`config.mk`:
```
export PLATFORM = sky130hd
export DESIGN_NAME = serial_mux_adder_flat
export DESIGN_NICKNAME = d
export VERILOG_FILES = /design/src/rtl/serial_mux_adder_if.sv /design/src/rtl/serial_mux_adder.sv /design/src/flat_wrapper.sv
export SDC_FILE = /design/constraint.sdc
export NUM_CORES = 1
export LEC_CHECK = 0
export CORE_MARGIN = 4
export CORE_UTILIZATION = 55
export DETAILED_ROUTE_END_ITERATION = 8
export PLACE_DENSITY_LB_ADDON = 0.15
export SLEW_MARGIN = 25
export SYNTH_ARGS = -nofsm -noshare
export SYNTH_HDL_FRONTEND = slang
export SYNTH_SLANG_ARGS = --single-unit
```
`constraint.sdc`:
```
create_clock -name clk -period 2.3 [get_ports clk]
set_input_delay 0.46 -clock clk [delete_from_list [all_inputs] [get_ports clk]]
set_output_delay 0.46 -clock clk [all_outputs]
set_load 0.005 [all_outputs]
```
`src/rtl/serial_mux_adder_if.sv`:
```
// Handshake/bus bundle for serial_mux_adder.
//   master : drives start/sub/a/b, observes busy/done/result/cout/ovf
//   slave  : the adder itself
// Signals:
//   start  request, sampled only when the adder is not busy
//   sub    0 = a+b, 1 = a-b, sampled with start
//   a, b   operands, sampled with start
//   busy   high while bits are being processed
//   done   one-cycle completion pulse
//   result registered sum/difference
//   cout   carry out of MSB (sub: 1 = no borrow)
//   ovf    signed overflow
interface serial_mux_adder_if #(
  parameter int WIDTH = 8
);
  logic             start;
  logic             sub;
  logic [WIDTH-1:0] a;
  logic [WIDTH-1:0] b;
  logic             busy;
  logic             done;
  logic [WIDTH-1:0] result;
  logic             cout;
  logic             ovf;

  modport master (
    output start, sub, a, b,
    input  busy, done, result, cout, ovf
  );

  modport slave (
    input  start, sub, a, b,
    output busy, done, result, cout, ovf
  );
endinterface

```
`src/rtl/serial_mux_adder.sv`:
```
// Bit-serial adder/subtractor. The full-adder function is an 8:1 mux
// (two constant truth tables) indexed by {a_bit, b_bit, carry}; one bit is
// processed per clock, LSB first, and the result is presented registered
// together with carry-out and signed overflow.
// Ports:
//   clk    rising-edge clock
//   rst_n  asynchronous active-low reset
//   bus    serial_mux_adder_if.slave (start/sub/a/b in, busy/done/result/cout/ovf out)
//
// state | meaning
// ------+-------------------------------------------------------------
// IDLE  | waiting for start
// SHIFT | one operand bit per cycle through the mux full adder
// DONE  | single-cycle done pulse; start here relaunches without a gap
module serial_mux_adder #(
  parameter int WIDTH = 8
) (
  input  logic               clk,
  input  logic               rst_n,
  serial_mux_adder_if.slave  bus
);

  localparam int CW = $clog2(WIDTH) + 1;

  // Truth tables indexed by {a_bit, b_bit, carry_in}.
  localparam logic [7:0] SUM_TBL   = 8'b1001_0110;
  localparam logic [7:0] CARRY_TBL = 8'b1110_1000;

  typedef enum logic [1:0] {
    IDLE  = 2'd0,
    SHIFT = 2'd1,
    DONE  = 2'd2
  } state_t;

  state_t           state;
  state_t           state_nxt;

  logic [WIDTH-1:0] a_sr;
  logic [WIDTH-1:0] b_sr;
  logic [WIDTH-1:0] s_sr;
  logic [WIDTH-1:0] s_sr_nxt;
  logic [WIDTH-1:0] result_q;
  logic             carry;
  logic             cout_q;
  logic             ovf_q;
  logic [CW-1:0]    cnt;

  logic [2:0]       idx;
  logic             sum_bit;
  logic             carry_nxt;
  logic             c_msb_in;
  logic             last_bit;
  logic             load;

  assign idx       = {a_sr[0], b_sr[0], carry};
  assign sum_bit   = SUM_TBL[idx];
  assign carry_nxt = CARRY_TBL[idx];
  assign last_bit  = (state == SHIFT) && (cnt == CW'(WIDTH - 1));
  assign load      = (state != SHIFT) && bus.start;

  // During the MSB cycle the carry flop holds the carry into the MSB.
  assign c_msb_in  = carry;

  // Sum bits enter at the top so that after WIDTH shifts bit 0 sits at the LSB.
  assign s_sr_nxt  = {sum_bit, {(WIDTH-1){1'b0}}} | (s_sr >> 1);

  always_ff @(posedge clk or negedge rst_n) begin
    if (!rst_n) begin
      state <= IDLE;
    end else begin
      state <= state_nxt;
    end
  end

  always_comb begin
    state_nxt = state;
    case (state)
      IDLE:    if (bus.start) state_nxt = SHIFT;
      SHIFT:   if (last_bit)  state_nxt = DONE;
      DONE:    state_nxt = bus.start ? SHIFT : IDLE;
      default: state_nxt = IDLE;
    endcase
  end

  always_ff @(posedge clk or negedge rst_n) begin
    if (!rst_n) begin
      a_sr     <= '0;
      b_sr     <= '0;
      s_sr     <= '0;
      carry    <= 1'b0;
      cnt      <= '0;
      result_q <= '0;
      cout_q   <= 1'b0;
      ovf_q    <= 1'b0;
    end else if (load) begin
      // Subtraction is a + ~b + 1: invert b and preload the carry.
      a_sr  <= bus.a;
      b_sr  <= bus.sub ? ~bus.b : bus.b;
      carry <= bus.sub;
      cnt   <= '0;
      s_sr  <= '0;
    end else if (state == SHIFT) begin
      a_sr  <= a_sr >> 1;
      b_sr  <= b_sr >> 1;
      s_sr  <= s_sr_nxt;
      carry <= carry_nxt;
      cnt   <= cnt + CW'(1);
      if (last_bit) begin
        result_q <= s_sr_nxt;
        cout_q   <= carry_nxt;
        ovf_q    <= c_msb_in ^ carry_nxt;
      end
    end
  end

  assign bus.busy   = (state == SHIFT);
  assign bus.done   = (state == DONE);
  assign bus.result = result_q;
  assign bus.cout   = cout_q;
  assign bus.ovf    = ovf_q;

endmodule
```
`src/flat_wrapper.sv`:
```
// flat-port wrapper written by rule: the top's interface ports become plain ports
module serial_mux_adder_flat 
#(
  parameter int WIDTH = 8
)
  (clk, rst_n, bus_start, bus_sub, bus_a, bus_b, bus_busy, bus_done, bus_result, bus_cout, bus_ovf);
  serial_mux_adder_if #(.WIDTH(WIDTH)) bus_i ();
  input  logic clk;
  input  logic rst_n;
  input wire logic [$bits(bus_i.start)-1:0] bus_start;
  input wire logic [$bits(bus_i.sub)-1:0] bus_sub;
  input wire logic [$bits(bus_i.a)-1:0] bus_a;
  input wire logic [$bits(bus_i.b)-1:0] bus_b;
  output wire logic [$bits(bus_i.busy)-1:0] bus_busy;
  output wire logic [$bits(bus_i.done)-1:0] bus_done;
  output wire logic [$bits(bus_i.result)-1:0] bus_result;
  output wire logic [$bits(bus_i.cout)-1:0] bus_cout;
  output wire logic [$bits(bus_i.ovf)-1:0] bus_ovf;
  assign bus_i.start = bus_start;
  assign bus_i.sub = bus_sub;
  assign bus_i.a = bus_a;
  assign bus_i.b = bus_b;
  assign bus_busy = bus_i.busy;
  assign bus_done = bus_i.done;
  assign bus_result = bus_i.result;
  assign bus_cout = bus_i.cout;
  assign bus_ovf = bus_i.ovf;
  serial_mux_adder #(.WIDTH(WIDTH)) u_core (.clk(clk), .rst_n(rst_n), .bus(bus_i));
endmodule
```
* Yosys cells after proc, flatten, opt, wreduce, memory -nomap -nowiden
Memory sizes are Yosys's and may differ from the RTL's. Index checks and enable logic that the tools add are counted.
Word-level totals: register bits 41, bits in read-only memories 16, bits of input ports 20, logic and storage cells 46, memories kept 2
Cells by class: add/subtract/negate cells 1, $lt $le $gt $ge 1, equal/unequal tests 6, muxes and demuxes 17, bitwise gates (word level) 4, reduce and logical (&&, ||, !) cells 6
Memory list:
- (name not given) | words 8, width 1, rd ports 1, clocked after Yosys merged registers in 0, write ports 0, line serial_mux_adder.sv:57 | assign carry_nxt = CARRY_TBL[idx];
- (name not given) | words 8, width 1, rd ports 1, clocked after Yosys merged registers in 0, write ports 0, line serial_mux_adder.sv:56 | assign sum_bit = SUM_TBL[idx];
Operators by type and width (number):
- two-way mux 8 bit | 7
- two-way mux 4 bit | 2
- NOT 8 bit | 1
- bitwise OR 8 x 7 -> 8 bit | 1
- one-hot mux 2 bit (3 select lines) | 1
- two-way mux 1 bit | 5
- adder 4 x 1 -> 4 bit, second input constant | 1
- equality test 4 x 3 -> 1 bit, second input constant | 1
- less-than comparator 3 x 4 -> 1 bit, second input constant | 1
- two-way mux 2 bit | 2
- inequality test 2 x 1 -> 1 bit, second input constant | 2
- AND reduction 3 bit | 1
- equality test 2 x 1 -> 1 bit, second input constant | 1
- equality test 2 bit, second input constant | 1
- logical AND 1 bit | 2
- logical NOT 2 bit | 1
- inequality test 2 bit, second input constant | 1
- AND reduction 2 bit | 1
- nonzero test 2 bit | 1
- NOT 1 bit | 1
- bitwise XOR 1 bit | 1

* Longest topological paths before layout
depth in word-level cells 5, gate-level depth with buffers 7, gate-level depth less buffers 5

* Worst setup path before layout
No wires, ideal clock.
path type reg-to-output, start register u_core.state[1], end output port bus_busy, data arrival time 941 ps, required time 1840 ps, slack 899 ps, cell stages (with the launch flop) 6, cell sequence dfrtp_1 nand2b_1 buf_6 inv_6 buf_6 buf_6
Between the ends: longest elaborated chain between the ends 1
RTL lines:
- from (decl) | line serial_mux_adder.sv:35 | state_t state;
- from (signal assigned) | line serial_mux_adder.sv:71 | state <= state_nxt;
- equality test 2 x 1 -> 1 bit | line serial_mux_adder.sv:116 | assign bus.busy = (state == SHIFT);
- to (decl) | line flat_wrapper.sv:14 | output wire logic [$bits(bus_i.busy)-1:0] bus_busy;
Every way passes these cells.

* Worst setup path after layout
Same ends and word-level chain as after synthesis.

==> results.toml <==
[status]
status = "finished clean"

[cts]
post_cts_resized = 0
cts.clk_slew.worst_paths_ns = 0.12
cts_tree = "built"
cts_buffer_depth = 2
insertion_delay_ns = 0.35
clock_sinks = 40
cts_hold_buf = 0
root_buffer = "clkbuf_4"
cts_buffers = 5
cts.htree.levels = 2
post_cts_buffers = 0

[run]
cap_violations = 0

[sta]
setup_viol = 0
tightest_slew_ns = 0.865
finalHoldWorstSlack_ns = 0.216
fmaxAchievable_ghz = 0.472
period_share = 0.921
fin_crit_ns = 2.12
rsz0062_at_grt = "false"
hold_viol_final = 0
maxSlewViolCount = 0
tns_ns = 0
max_slew_margin = 0.423
clock_skew_ns = 0.00887

[detailed_routing]
drtIter0Drc = 61
num_vias = 1310
dr.pass1.iters = 4
routed.top_layer = "met4"
drt-met1-wl_um = 1490
route.met2.wl_um = 1760
wirelength_um = 3460
avgViaCountPerCell = 5.22
detail-route-antenna-nets = 0
met3_length_um = 167
avgRoutedWirePerCell_um = 13.8
post-route-drc-count = 0

[synthesis]
synth_ff_type = "dfrtp_1"
ys_ff_latch = 40
synth_top_cell_by_area = "dfrtp_1"
synthTopCellsByArea = "dfrtp_1, mux2i_1, o21ai_0"
synth.net_count = 195
synth.distinct_cells = 29
synthArstFlopShare = 1.00
synth_edf_count = 0
synthesis.area_mm2 = 0.00192
avgSynthCellArea_um2 = 11.2
ys_warn_count = 0
seq_area_frac_synth = 0.522
yosysTopAreaCellShare = 0.522
synthCells = 172

[placed_design]
gp_congestion = 0.767
placedCellCount = 243
io_buffers = 31
dp_hpwl_um = 2520

[floorplanning]
die_h_um = 67.1
die-area_mm2 = 0.00450
core_area_mm2 = 0.00336
start_util = 0.570
io_pins = 32
die_x_um = 67.1
rows = 21

[grt]
track_usage = 0.183
grt_pass1_wl_um = 6020
overflow = 0
antenna_found_initial = 0
grt_max_degree = 41
grt_pass1_vias = 1335

[pwr]
p_sw_frac = 0.342
power_density_mw_per_mm2 = 1170
ir_drop_v = 0.000471
leakagePower_uw = 0.00107
clkPwrFrac = 0.167
p_total_uw = 2700
power_frac_comb = 0.383
pwr-share-seq = 0.450
power.switching_uw = 925
p_int_uw = 1780

[worst_setup_path]
worstPathRequired_ns = 1.84
start_kind = "flip-flop"
endpoint_kind = "output port"
crit_type = "flip-flop to output port"
r2r_setup_slack_ns = 0.57
worst-path-buf-inv = 2
critPathMaxFanout = 24
worstPathArrival_ns = 1.66
slowest_delay_ns = 0.52
slowest_stage = "clkdlybuf4s50_1"
cp_top_family = "buffers and inverters"
cp_cell_sequence = "nand2b_1, inv_6, clkdlybuf4s50_1"

[final_layout]
final_core_util = 0.688
drive_above_1_share = 0.127
layout_commonest_cell = "dfrtp_1"
areaGrowthSynthToFinish_pct = 20.7
mostFrequentLayoutCells = "dfrtp_1, nand2_1, clkdlybuf4s50_1, o21ai_0, mux2i_1"
diodes = 0
nets = 227
fin_cells = 251

[hold_path]
hold_class = "primary input to async pin"
[worst reg2reg max path: stages (launching register included)]
cell      delay (ns)
dfrtp_1         0.41
nand2b_1        0.22
inv_6           0.17
buf_4           0.30
nand2_8         0.14
inv_6           0.10
mux2_4          0.29
[synthesized netlist by cell type (all sizes together) (2+ instances only)]
| library cell | n |
|---|---|
| buf | 9 |
| dfrtp | 40 |
| ha | 3 |
| inv | 5 |
| mux2 | 8 |
| mux2i | 15 |
| nand2 | 32 |
| nand3 | 4 |
| nand3b | 2 |
| nor2 | 3 |
| nor2b | 3 |
| o21ai | 27 |
| xor2 | 9 |
[power groups by stage]
stage | registers, uW | clock network [uW] | logic [uW]
after floorplan | 1180 | 0 | 731
after global placement | 1210 | 0 | 1000
after detailed placement | 1230 | 0 | 1050
after CTS | 1220 | 467 | 1050
after global routing | 1260 | 500 | 1170
final | 1210 | 452 | 1030
[metal layers]
metal  vias up  global-route usage
met3         4              0.0607
met1       627               0.215
met4         0              0.0759
li1        646                   -
met5         -                   0
met2        33               0.303
[logic make-up after synthesis]
| logic type | after synthesis | synth area share |
|---|---|---|
| adders and majority gates | 3 | 0.0196 |
| AOI/OAI and AO/OA | 34 | 0.0998 |
| buffers and inverters | 15 | 0.0548 |
| and+or+nand+nor | 47 | 0.117 |
| muxes | 23 | 0.141 |
| xor gates and xnor gates | 10 | 0.0457 |
| DFF | 40 | 0.522 |
[flip-flops by register name (all words and copies together), names as in the netlist]
name	flops
u_core.a_sr	8
u_core.bus.cout	1
u_core.cnt	4
u_core.bus.ovf	1
u_core.state	2
u_core.c_msb_in	1
u_core.s_sr	7
u_core.b_sr	8
u_core.bus.result	8
[area by class of cell]
type	instances	area, um2
clock buffer	5	37.5
clock inverter	3	42.5
fill	297	1050
inverter	5	28.8
multi-input combinational	117	812
sequential	40	1000
tap	46	57.6
timing repair buffer	35	335
[per-stage QoR]
stage	cell area, um2	worst slack, ns
2_1_floorplan	1920	0.899
3_3_place_gp	2230	0.562
3_5_place_dp	2230	0.494
4_1_cts	2310	0.173
5_1_grt	2310	0.0805
6_report	2310	0.182
[final timing paths]
kind                                       from                    to  cells after the start
worst min register to register   u_core.b_sr[3]        u_core.b_sr[2]                      2
worst max register to register  u_core.state[1]  u_core.bus.result[7]                      6
max in group asynchronous                 rst_n        u_core.b_sr[7]                      1
worst min-delay path                      rst_n        u_core.s_sr[7]                      1
worst max-delay path            u_core.state[1]              bus_busy                      3
min in group clk                 u_core.b_sr[3]        u_core.b_sr[2]                      2
(Power assumes the default switching activity.)
